<file path="src/rtl/pwm_pkg.sv">
// Shared constants and helpers for the pwm_multi block: counting modes, counter
// direction encoding and the packed compare-bus slicing helpers.
package pwm_pkg;

   localparam int MODE_EDGE   = 0;
   localparam int MODE_CENTER = 1;

   typedef enum logic {
      DIR_UP   = 1'b0,
      DIR_DOWN = 1'b1
   } dir_e;

   // Compare values carry one extra bit so a channel can request 100% duty.
   function automatic int cmp_width(input int width);
      return width + 1;
   endfunction

   function automatic int ch_lsb(input int ch, input int width);
      return ch * cmp_width(width);
   endfunction

endpackage

</file>
<file path="src/rtl/pwm_deadtime.sv">
// Single-channel dead-band generator: a rising edge on either output waits until the
// input has held its new level for DEADTIME further cycles; falling edges pass straight through.
module pwm_deadtime #(
   parameter int DEADTIME = 4
) (
   input  logic i_clk,
   input  logic i_rst_n,
   input  logic i_pwm,
   output logic o_pwm,
   output logic o_pwm_n
);

   localparam int RW = $clog2(DEADTIME + 2);
   localparam logic [RW-1:0] RUN_MAX = RW'(DEADTIME + 1);

   logic          lvl_q;
   logic [RW-1:0] run_q;
   logic [RW-1:0] run_d;

   // run_d = consecutive cycles the input has held its current level, this cycle included.
   always_comb begin
      run_d = RW'(1);
      if (i_pwm == lvl_q) begin
         run_d = (run_q == RUN_MAX) ? RUN_MAX : run_q + RW'(1);
      end
   end

   always_ff @(posedge i_clk or negedge i_rst_n) begin
      if (!i_rst_n) begin
         lvl_q <= 1'b0;
         run_q <= '0;
      end else begin
         lvl_q <= i_pwm;
         run_q <= run_d;
      end
   end

   assign o_pwm   =  i_pwm && (run_d == RUN_MAX);
   assign o_pwm_n = !i_pwm && (run_d == RUN_MAX);

endmodule

</file>
<file path="src/rtl/pwm_multi.sv">
// Multi-channel PWM: one shared period counter, double-buffered TOP/compare registers.
// Define PWM_DEADTIME_EN to route every channel through a pwm_deadtime dead-band generator.
module pwm_multi
   import pwm_pkg::*;
#(
   parameter int               WIDTH          = 8,
   parameter int               NUM_CH         = 4,
   parameter int               CENTER_ALIGNED = MODE_EDGE,
   parameter logic [WIDTH-1:0] TOP_RESET      = {WIDTH{1'b1}},
   parameter int               DEADTIME       = 4
) (
   input  logic                           i_clk,
   input  logic                           i_rst_n,
   input  logic                           i_enable,
   input  logic [WIDTH-1:0]               i_top,
   input  logic                           i_top_valid,
   input  logic [NUM_CH*(WIDTH+1)-1:0]    i_compare,
   input  logic [NUM_CH-1:0]              i_compare_valid,
   output logic [NUM_CH-1:0]              o_pwm,
   output logic [NUM_CH-1:0]              o_pwm_n,
   output logic                           o_period_start
);

   localparam int CW = cmp_width(WIDTH);

   // Counter state is kept in one struct so checkers can bind to direction and count together.
   typedef struct packed {
      dir_e             dir;
      logic [WIDTH-1:0] cnt;
   } ctr_state_t;

   // Write strobes have no ready: a valid is accepted on the clock edge it is high,
   // and the latest accepted value wins until the next load of the active registers.
   ctr_state_t        state_q, state_d;
   logic [WIDTH-1:0]  top_act, top_sh, top_nxt;
   logic [CW-1:0]     cmp_act [NUM_CH];
   logic [CW-1:0]     cmp_sh  [NUM_CH];
   logic [CW-1:0]     cmp_nxt [NUM_CH];
   logic              boundary;
   logic              load;
   logic [NUM_CH-1:0] raw;
   logic [NUM_CH-1:0] pwm_q;
   logic              period_start_q;

   assign load = boundary | ~i_enable;

   // *_nxt is the shadow value after this cycle's strobe, which also makes boundary writes bypass.
   always_comb begin
      top_nxt = i_top_valid ? i_top : top_sh;
      for (int k = 0; k < NUM_CH; k++) begin
         cmp_nxt[k] = i_compare_valid[k] ? i_compare[ch_lsb(k, WIDTH) +: CW] : cmp_sh[k];
         raw[k]     = ({1'b0, state_q.cnt} < cmp_act[k]);
      end
   end

   always_comb begin
      state_d = state_q;
      if (CENTER_ALIGNED == MODE_CENTER) begin
         boundary = (top_act == '0) || (state_q.dir == DIR_DOWN && state_q.cnt == '0);
      end else begin
         boundary = (state_q.cnt == top_act);
      end
      if (!i_enable) begin
         state_d.cnt = '0;
         state_d.dir = DIR_UP;
      end else if (CENTER_ALIGNED == MODE_CENTER) begin
         // The down-count zero doubles as the next period's first cycle, so it restarts at 1.
         if (boundary) begin
            state_d.dir = DIR_UP;
            state_d.cnt = (top_nxt == '0) ? '0 : WIDTH'(1);
         end else if (state_q.dir == DIR_UP && state_q.cnt != top_act) begin
            state_d.cnt = state_q.cnt + WIDTH'(1);
         end else begin
            state_d.dir = DIR_DOWN;
            state_d.cnt = state_q.cnt - WIDTH'(1);
         end
      end else begin
         state_d.cnt = boundary ? '0 : state_q.cnt + WIDTH'(1);
      end
   end

   always_ff @(posedge i_clk or negedge i_rst_n) begin
      if (!i_rst_n) begin
         state_q.dir    <= DIR_UP;
         state_q.cnt    <= '0;
         top_act        <= TOP_RESET;
         top_sh         <= TOP_RESET;
         pwm_q          <= '0;
         period_start_q <= 1'b0;
         for (int k = 0; k < NUM_CH; k++) begin
            cmp_act[k] <= '0;
            cmp_sh[k]  <= '0;
         end
      end else begin
         state_q        <= state_d;
         top_sh         <= top_nxt;
         pwm_q          <= i_enable ? raw : '0;
         period_start_q <= i_enable & boundary;
         if (load) begin
            top_act <= top_nxt;
         end
         for (int k = 0; k < NUM_CH; k++) begin
            cmp_sh[k] <= cmp_nxt[k];
            if (load) begin
               cmp_act[k] <= cmp_nxt[k];
            end
         end
      end
   end

   assign o_period_start = period_start_q;

`ifdef PWM_DEADTIME_EN
   for (genvar k = 0; k < NUM_CH; k++) begin : g_dt
      pwm_deadtime #(
         .DEADTIME(DEADTIME)
      ) u_dt (
         .i_clk   (i_clk),
         .i_rst_n (i_rst_n),
         .i_pwm   (pwm_q[k]),
         .o_pwm   (o_pwm[k]),
         .o_pwm_n (o_pwm_n[k])
      );
   end
`else
   logic dt_unused;
   assign dt_unused = (DEADTIME != 0);
   assign o_pwm     = pwm_q;
   assign o_pwm_n   = ~pwm_q;
`endif

endmodule
</file>
<file path="config.mk">
export PLATFORM = sky130hd
export DESIGN_NAME = pwm_multi
export DESIGN_NICKNAME = d
export VERILOG_FILES = /design/src/rtl/pwm_pkg.sv /design/src/rtl/pwm_deadtime.sv /design/src/rtl/pwm_multi.sv
export SDC_FILE = /design/constraint.sdc
export NUM_CORES = 1
export LEC_CHECK = 0
export ABC_AREA = 0
export BUFFER_PORTS_ARGS = -buffer_cell sky130_fd_sc_hd__buf_2
export CAP_MARGIN = 20
export CELL_PAD_IN_SITES_DETAIL_PLACEMENT = 0
export CELL_PAD_IN_SITES_GLOBAL_PLACEMENT = 1
export CORE_MARGIN = 1.5
export CORE_UTILIZATION = 45
export CTS_BUF_LIST = sky130_fd_sc_hd__clkbuf_2 sky130_fd_sc_hd__clkbuf_4 sky130_fd_sc_hd__clkbuf_8
export CTS_CLUSTER_DIAMETER = 100
export DETAILED_ROUTE_END_ITERATION = 6
export GPL_ROUTABILITY_DRIVEN = 1
export PLACE_DENSITY_LB_ADDON = 0.2
export SLEW_MARGIN = 15
export SYNTH_ARGS = -nofsm -noshare
export SYNTH_HDL_FRONTEND = slang
export SYNTH_SLANG_ARGS = --single-unit
</file>
<file path="constraint.sdc">
create_clock -name i_clk -period 4.7 [get_ports i_clk]
set_input_delay 0.235 -clock i_clk [delete_from_list [all_inputs] [get_ports i_clk]]
set_output_delay 0.235 -clock i_clk [all_outputs]
set_load 0.05 [all_outputs]
</file>
==> flow_summary.ini <==
[global_route]
overflow = 0
grt_first_pass_wirelength_um = 13200
first_global_vias = 2702
grt_antenna_before_repair = 0
grt_max_degree = 52
grt.total_usage = 0.152

[yosys]
yosys.area.top_type = dfrtp_1
synth_warnings = 0
synth_edf_count = 0
async_flop_share = 1.00
synthFlopType = dfrtp_1
syn_area_sq_mm = 0.00467
synth_seq_area_share = 0.545
yosysTopAreaCellShare = 0.455
syn_nets = 421
ys_types = 24
avgSynthCellArea_sq_um = 13.7
ys_ff_latch = 101
synth_area_leaders = dfrtp_1 (46%), mux2_2 (16%), dfstp_2 (9.0%)
syn_inst = 340

[clock_tree]
ctsHoldBuffers = 1
cts-buffers-inserted = 9
clk_latency_ns = 0.36
clk_pin_slew_ns = 0.10
post_cts_resized = 0
cts_tree = done
post-cts-setup-buffer-count = 0
cts_buffer_depth = 2
ctsRootBufferMaster = clkbuf_8
clkSinkCount = 101
htreeDepth = 3

[sta]
min_period_over_period = 0.576
hold_violations = 0
fin_setup_tns_ns = 0
fin_skew_ns = 0.0142
slew_headroom = 0.476
tightest_slew_ns = 0.783
holdWs_ns = 0.109
fin_crit_ns = 2.71
clock.fmax_ghz = 0.369
slew_viol_final = 0
setup_viol = 0
rsz0062_at_grt = false

[layout]
drive_gt1_frac = 0.449
nNetsFinal = 484
synthToLayoutAreaGrowth_pct = 12.6
diodes = 0

[pwr]
internal-power_uw = 1350
seqPwrFrac = 0.564
power_density_mw_per_mm2 = 350
vdd.ir_drop.worst_mv = 0.175
p_sw_frac = 0.269
clock_power_share = 0.273
p_switching_uw = 495
leakage_uw = 0.00261
combPwrFrac = 0.164

[critical_path]
required_ns = 4.94
crit_type = reg -> reg
path_cells = xnor2_1 > nand4_1 > o21ai_4 > buf_4 > mux2_2
timing.rr.end = cmp_act[24]
r2r-start = state_q[5]
worst-path-max-fanout = 28
r2r_slack_ns = 1.99
cp_slowest_cell = o21ai_4
start_kind = register
ff2ff_path_depth = 5
worst_setup_path_end_kind = register
critPathLaunch = state_q[5]
cp_num_buf_inv = 1
cp.depth = 5
critPathTopFamily = compound AO/OA/AOI/OAI gates
critical_path_arrival_ns = 2.95
cpPeakStageDelay_ns = 0.68
critPathCapture = cmp_act[24]

[drt]
firstDrtPassIters = 4
num_vias = 2612
ant_nets = 0
viasPerCell = 4.80
wl_per_cell_um = 14.0
routed_wl_um = 7640
initialDrtViolationCount = 53
drcViolationCount = 0

[floorplan]
die_width_um = 105
die_h_um = 105
initial_core_util = 0.459
core_area_sq_mm = 0.0102
rows = 37
io_pins = 61
fp.dieArea_sq_mm = 0.0110

[worst_hold_path]
min_path_type = in -> reg

[placement]
place_congestion = 0.760
hpwl_um = 5410
port_buffers = 60

[outcome]
outcome = finished clean

[job]
maxCapViolations = 0
-- worst min path at each step --
stage	from	to	slack [ns]	depth (start not counted)
after detailed placement	i_rst_n	cmp_sh[23]	0.30	1
after global routing	i_compare[21]	cmp_sh[12]	0.09	2
final	i_compare[21]	cmp_sh[12]	0.11	2
after global placement	i_rst_n	cmp_sh[23]	0.29	1
after floorplan	i_rst_n	cmp_act[0]	-0.06	0
after CTS	i_compare[21]	cmp_sh[12]	0.09	2
-- registers in the layout (all words and copies together), names as in the netlist --
name	cells
top_act	8
o_pwm	4
o_period_start	1
top_sh	8
cmp_sh	36
cmp_act	36
state_q	8
-- routing by layer --
metal / routed length, um / global-route usage / up-vias
li1: - / - / 1290
met1: 3810 / 0.210 / 1270
met2: 3490 / 0.238 / 43
met3: 217 / 0.0250 / 9
met4: 124 / 0.0646 / 0
met5: 0 / 0 / -
-- logic make-up after synthesis --
family	after synthesis	share of synthesized area
DFF	101	0.545
muxes	88	0.228
buffers and inverters	45	0.0458
AOI/OAI and AO/OA	33	0.0420
and+or+nand+nor	30	0.0353
adders and majority gates	29	0.0776
xor gates and xnor gates	14	0.0262
-- layout make-up --
class	instances	area, sq um
inverters	34	128
fillers	939	4920
flip-flops and latches	101	2550
repair buffers	63	328
clock inverters	7	55.1
multi-input cells	194	1910
clock buffers	9	124
well taps	136	170
-- cell usage in the layout (no fill, tap or decap), drive strengths merged, types with 2 or more instances in the layout --
master,Yosys,final
buf,6,62
a21o,8,8
nand2,5,5
xor2,4,4
mux2,88,88
nand2b,4,4
clkbuf,5,9
and3,2,2
dfstp,16,16
and4b,4,4
a21oi,16,16
xnor2,10,10
clkinvlp,0,2
o21ai,9,9
nand3,3,3
clkinv,0,2
inv,34,37
nand4,2,2
dfrtp,85,85
nor2,8,8
ha,29,29
-- through the flow --
stage | cell area, sq um | utilization | setup slack (ns) | instances | total power [uW]
2_1_floorplan | 4670 | - | 2.98 | 340 | 1270
3_3_place_gp | 5080 | 0.498 | 2.06 | 527 | 1350
3_5_place_dp | 5080 | 0.498 | 1.96 | 527 | 1360
4_1_cts | 5270 | 0.517 | 1.93 | 544 | 1870
5_1_grt | 5270 | 0.517 | 1.78 | 544 | 1950
6_report | 5270 | 0.517 | 1.99 | 544 | 1840
-- power groups by stage --
stage	combinational [uW]	clock, uW	sequential (uW)
floorplan	226	0	1040
global placement	299	0	1050
detailed placement	305	0	1060
CTS	308	524	1040
global route	342	556	1050
finish	301	502	1040
-- synthesized netlist by cell type (all sizes together) (5+ instances only) --
cell,instances
mux2,88
dfrtp,85
inv,34
ha,29
a21oi,16
dfstp,16
xnor2,10
o21ai,9
a21o,8
nor2,8
buf,6
clkbuf,5
nand2,5
No activity file was read; power rests on OpenSTA's default activity.
